## config.mk

```make
export PLATFORM = sky130hd
export DESIGN_NAME = pipe_stage_reg
export DESIGN_NICKNAME = d
export VERILOG_FILES = /design/src/rtl/pipe_stage_reg.sv
export SDC_FILE = /design/constraint.sdc
export NUM_CORES = 1
export LEC_CHECK = 0
export BUFFER_PORTS_ARGS = -buffer_cell sky130_fd_sc_hd__buf_2
export CAP_MARGIN = 10
export CORE_MARGIN = 8
export CORE_UTILIZATION = 48
export CTS_CLUSTER_SIZE = 40
export DETAILED_ROUTE_END_ITERATION = 6
export PLACE_DENSITY_LB_ADDON = 0.12
export RECOVER_POWER = 100
export SYNTH_ARGS = -nofsm -noshare
export SYNTH_HDL_FRONTEND = slang
export SYNTH_SLANG_ARGS = --single-unit
```

## constraint.sdc

```tcl
create_clock -name clk -period 1.45 [get_ports clk]
set_input_delay 0.29 -clock clk [delete_from_list [all_inputs] [get_ports clk]]
set_output_delay 0.29 -clock clk [all_outputs]
set_load 0.01 [all_outputs]
```

## src/rtl/pipe_stage_reg.sv

```systemverilog
// pipe_stage_reg: elastic pipeline register placed at each inter-stage boundary.
// Control and datapath payloads travel as packed vectors. A two-entry skid
// buffer decouples in_ready from out_ready, so no combinational ready path
// runs back upstream. flush (from the hazard unit) discards held entries and
// leaves an all-zero bubble on the outputs. A zero control word is a no-op.
// Optional feature: define PIPE_STAGE_PERF_EN to build saturating stall/flush
// performance counters; without it the counter ports are tied to zero.

module pipe_stage_reg #(
    parameter int DATA_W = 160,
    parameter int CTRL_W = 16,
    parameter int PERF_W = 32
) (
    input  logic              clk,
    input  logic              rst_n,
    input  logic              flush,
    input  logic              in_valid,
    output logic              in_ready,
    input  logic [CTRL_W-1:0] in_ctrl,
    input  logic [DATA_W-1:0] in_data,
    output logic              out_valid,
    input  logic              out_ready,
    output logic [CTRL_W-1:0] out_ctrl,
    output logic [DATA_W-1:0] out_data,
    output logic [PERF_W-1:0] stall_cnt,
    output logic [PERF_W-1:0] flush_cnt
);

    typedef enum logic [1:0] {
        EMPTY = 2'd0,
        ONE   = 2'd1,
        FULL  = 2'd2
    } state_t;

    state_t            state;
    logic [CTRL_W-1:0] main_ctrl;
    logic [DATA_W-1:0] main_data;
    logic [CTRL_W-1:0] skid_ctrl;
    logic [DATA_W-1:0] skid_data;

    // Handshake outputs come only from the state flops; the payload comes
    // straight from the main entry, which is kept at zero whenever empty.
    assign out_valid = (state != EMPTY);
    assign in_ready  = (state != FULL);
    assign out_ctrl  = main_ctrl;
    assign out_data  = main_data;

    // Occupancy FSM with main/skid entries; reset and flush both empty the
    // stage and zero every entry so the bubble invariant holds.
    always_ff @(posedge clk) begin
        if (!rst_n || flush) begin
            state     <= EMPTY;
            main_ctrl <= '0;
            main_data <= '0;
            skid_ctrl <= '0;
            skid_data <= '0;
        end else begin
            case (state)
                EMPTY: begin
                    if (in_valid) begin
                        state     <= ONE;
                        main_ctrl <= in_ctrl;
                        main_data <= in_data;
                    end
                end
                ONE: begin
                    if (in_valid && out_ready) begin
                        main_ctrl <= in_ctrl;
                        main_data <= in_data;
                    end else if (in_valid) begin
                        state     <= FULL;
                        skid_ctrl <= in_ctrl;
                        skid_data <= in_data;
                    end else if (out_ready) begin
                        state     <= EMPTY;
                        main_ctrl <= '0;
                        main_data <= '0;
                    end
                end
                FULL: begin
                    if (out_ready) begin
                        state     <= ONE;
                        main_ctrl <= skid_ctrl;
                        main_data <= skid_data;
                        skid_ctrl <= '0;
                        skid_data <= '0;
                    end
                end
                default: begin
                    state     <= EMPTY;
                    main_ctrl <= '0;
                    main_data <= '0;
                    skid_ctrl <= '0;
                    skid_data <= '0;
                end
            endcase
        end
    end

`ifdef PIPE_STAGE_PERF_EN
    logic [PERF_W-1:0] stall_q;
    logic [PERF_W-1:0] flush_q;

    assign stall_cnt = stall_q;
    assign flush_cnt = flush_q;

    // Saturating counters for stalled-output cycles and for flushes that
    // actually threw something away; only reset clears them.
    always_ff @(posedge clk) begin
        if (!rst_n) begin
            stall_q <= '0;
            flush_q <= '0;
        end else begin
            if (out_valid && !out_ready && (stall_q != '1)) begin
                stall_q <= stall_q + PERF_W'(1);
            end
            if (flush && (state != EMPTY) && (flush_q != '1)) begin
                flush_q <= flush_q + PERF_W'(1);
            end
        end
    end
`else
    assign stall_cnt = '0;
    assign flush_cnt = '0;
`endif

endmodule

```

==> impl_metrics.env <==
export IMPL_status="complete, but fails checks"
export IMPL_violations="setup timing"
export IMPL_max_freq_ghz=0.591
export IMPL_synth_compound_area_frac=0.186
export IMPL_nFillCells=2776
export IMPL_coreArea_mm2=0.0323
export IMPL_dp_cells=2598
export IMPL_placed_cell_area_mm2=0.0189
export IMPL_num_rows=66
export IMPL_die_h_um=197
export IMPL_worstSetupEndpointType="flip-flop"
export IMPL_die_area_mm2=0.0386
export IMPL_hold_path_class="input port to flip-flop"
export IMPL_yosysSeqAreaShare=0.453
export IMPL_wirelength_um=54600
export IMPL_synth_adder_area_share=0
export IMPL_path_clk_slew_ps=60
export IMPL_rr_startpoint="state[0]$_SDFFE_PP0P_"
export IMPL_final_cells=2716
export IMPL_htreeDepth=2
export IMPL_hold_violations=0
export IMPL_cts_root_buf="clkbuf_16"
export IMPL_ctsLongestPathBuffers=3
export IMPL_ys_warn_count=0
export IMPL_avgSynthCellArea_um2=8.38
export IMPL_dr_pass1_iters=5
export IMPL_die_w_um=197
export IMPL_ys_types=23
export IMPL_crit_path_start_kind="flip-flop"
export IMPL_grt_max_degree=87
export IMPL_crit_required_ps=1900
export IMPL_tightest_slew_ps=534
export IMPL_ff2ff_path_depth=6
export IMPL_relSlewSlack=0.644
export IMPL_cellPowerDensity_mw_per_mm2=1070
export IMPL_setup_viol=354
export IMPL_synth_area_top_cells="dfxtp_1 45%, nand2_1 13%, a221o_1 11%, nand3b_1 8.4%, a31oi_1 7.0%"
export IMPL_drc=0
export IMPL_synth_top_family_by_area="simple AND/OR/NAND/NOR gates"
export IMPL_synth_ff_type="dfxtp_1"
export IMPL_period_needed_ps=1690
export IMPL_post_synth_top_count_cell="nand2_1"
export IMPL_place_congestion=0.835
export IMPL_syn_inst=1867
export IMPL_insertion_delay_ps=520
export IMPL_io_pins=423
export IMPL_fin_nets=2426
export IMPL_whs_ps=14.2
export IMPL_max_vdd_ir_drop_mv=0.756
export IMPL_fin_worst_skew_ps=10.5
export IMPL_numCtsBuffers=39
export IMPL_yosys_area_share_xor_xnor=0
export IMPL_power_mw=22.6
export IMPL_synth_edff_count=0
export IMPL_grt_ovfl_total=0
export IMPL_worstHoldEndpoint="out_data[154]$_SDFFE_PP0P_"
export IMPL_r2r_slack_ps=-240
export IMPL_hold_depth=2
export IMPL_ys_seq_elements=354
export IMPL_rsz0062_at_grt="yes"
export IMPL_postRouteAntennaNets=0
export IMPL_crit_path_max_fanout=11
export IMPL_async_reset_ff_frac=0
export IMPL_grt_usage=0.260
export IMPL_worstHoldStart="in_data[154]"
export IMPL_yosys_area_top_type="dfxtp_1"
export IMPL_cts_tree="built"
export IMPL_dp_hpwl_um=35000
export IMPL_p_leak_nw=7.18
export IMPL_syn_to_final_growth_pct=34.3
export IMPL_antenna_found_initial=1
export IMPL_drv_cap=0
export IMPL_syn_cell_area_mm2=0.0157
export IMPL_synth_top_area_share=0.453
export IMPL_muxShareOfSynthArea=0.00136
export IMPL_drv_slew=0
export IMPL_fin_ws_ps=-241
export IMPL_io_buffers=358
export IMPL_grt_first_pass_wirelength_um=84000
export IMPL_final_period_utilization=1.17
export IMPL_drt_iter0_drc=1471
export IMPL_drive_gt1_frac=0.198
export IMPL_design_area_mm2=0.0210
export IMPL_worstReg2RegEnd="out_data[26]$_SDFFE_PP0P_"
export IMPL_routedWlPerCell_um=20.1
export IMPL_num_vias=16051
export IMPL_routed_via_density=5.91
export IMPL_cts_sinks=354
export IMPL_start_util=0.485
export IMPL_critPathKind="flip-flop to flip-flop"
export IMPL_fin_tns_setup_ps=-59110
export IMPL_yosys_area_share_simple=0.273
export IMPL_arrival_ps=2140
export IMPL_yosys_top_cells_count="529 x nand2_1, 354 x dfxtp_1"
export IMPL_grt_pass1_vias=15398
## how the worst max path moves through the flow
stage | from | to
floorplan | state[0]$_SDFFE_PP0P_ | out_ctrl[10]$_SDFFE_PP0P_
global placement | out_ready | out_data[102]$_SDFFE_PP0P_
detailed placement | out_ready | skid_ctrl[8]$_SDFFE_PP0P_
CTS | state[0]$_SDFFE_PP0P_ | in_ready
global route | state[0]$_SDFFE_PP0P_ | out_data[15]$_SDFFE_PP0P_
finish | state[0]$_SDFFE_PP0P_ | out_data[26]$_SDFFE_PP0P_
## kinds of logic after synthesis
logic type / Yosys count
other: 1
AND/OR/NAND/NOR: 892
multiplexers: 2
AO/OA/AOI/OAI: 356
buffers and inverters: 262
flip-flops: 354
## metrics by stage
stage | worst slack (ps) | util
2_1_floorplan | -93.5 | -
3_3_place_gp | -255 | 0.585
3_5_place_dp | -301 | 0.585
4_1_cts | -229 | 0.649
5_1_grt | -287 | 0.651
6_report | -241 | 0.651
## critical path, stage by stage, from the launching register on
cell and delay (ps):
dfxtp_2 360, mux2_4 320, o32ai_4 290, buf_12 180, buf_12 170, clkbuf_16 180, a221o_1 130
## area by class of cell
class / instances / area, µm² / share of cell area
diodes: 1 / 2.50 / 0.000119
well taps: 442 / 553 / 0.0263
flip-flops and latches: 354 / 7090 / 0.337
repair buffers: 536 / 4420 / 0.210
multi-input cells: 1314 / 7660 / 0.364
clock inverters: 10 / 104 / 0.00494
clock buffers: 59 / 1190 / 0.0568
## report_power, final
part / switching [mW] / leakage (nW) / internal (mW)
Sequential: 0.160 / 2.87 / 9.94
Combinational: 1.41 / 3.67 / 1.07
Clock: 3.99 / 0.646 / 6.03
## placed cells by master (no fill, tap or decap), drive strengths merged, types with 8 or more instances in the layout
cell and count:
buf 346, a221o 176, a31oi 176, nand2 529
conb 64, clkinv 8, dfxtp 354, nor3 176
nand3b 176, clkbuf 243
## metal layers
metal	vias up	GRT usage	wire length, µm
li1	7385	-	-
met1	7757	0.358	23900
met2	815	0.414	24900
met3	94	0.0515	4540
met4	0	0.0663	1200
met5	-	0	0
## sequential cells by signal (all words and copies together), names as in the netlist
register and flops:
out_data 160, skid_data 160, out_ctrl 16, skid_ctrl 16, state 2
## repair_timing
item,CTS,global route
resized for setup,37,30
setup buffers,19,8
gates cloned,13,7
endpoints found under the hold margin,6,0
hold buffers,6,0
pin swaps,12,33
setup endpoints to repair,348,354
No activity file was read; power rests on OpenSTA's default activity.
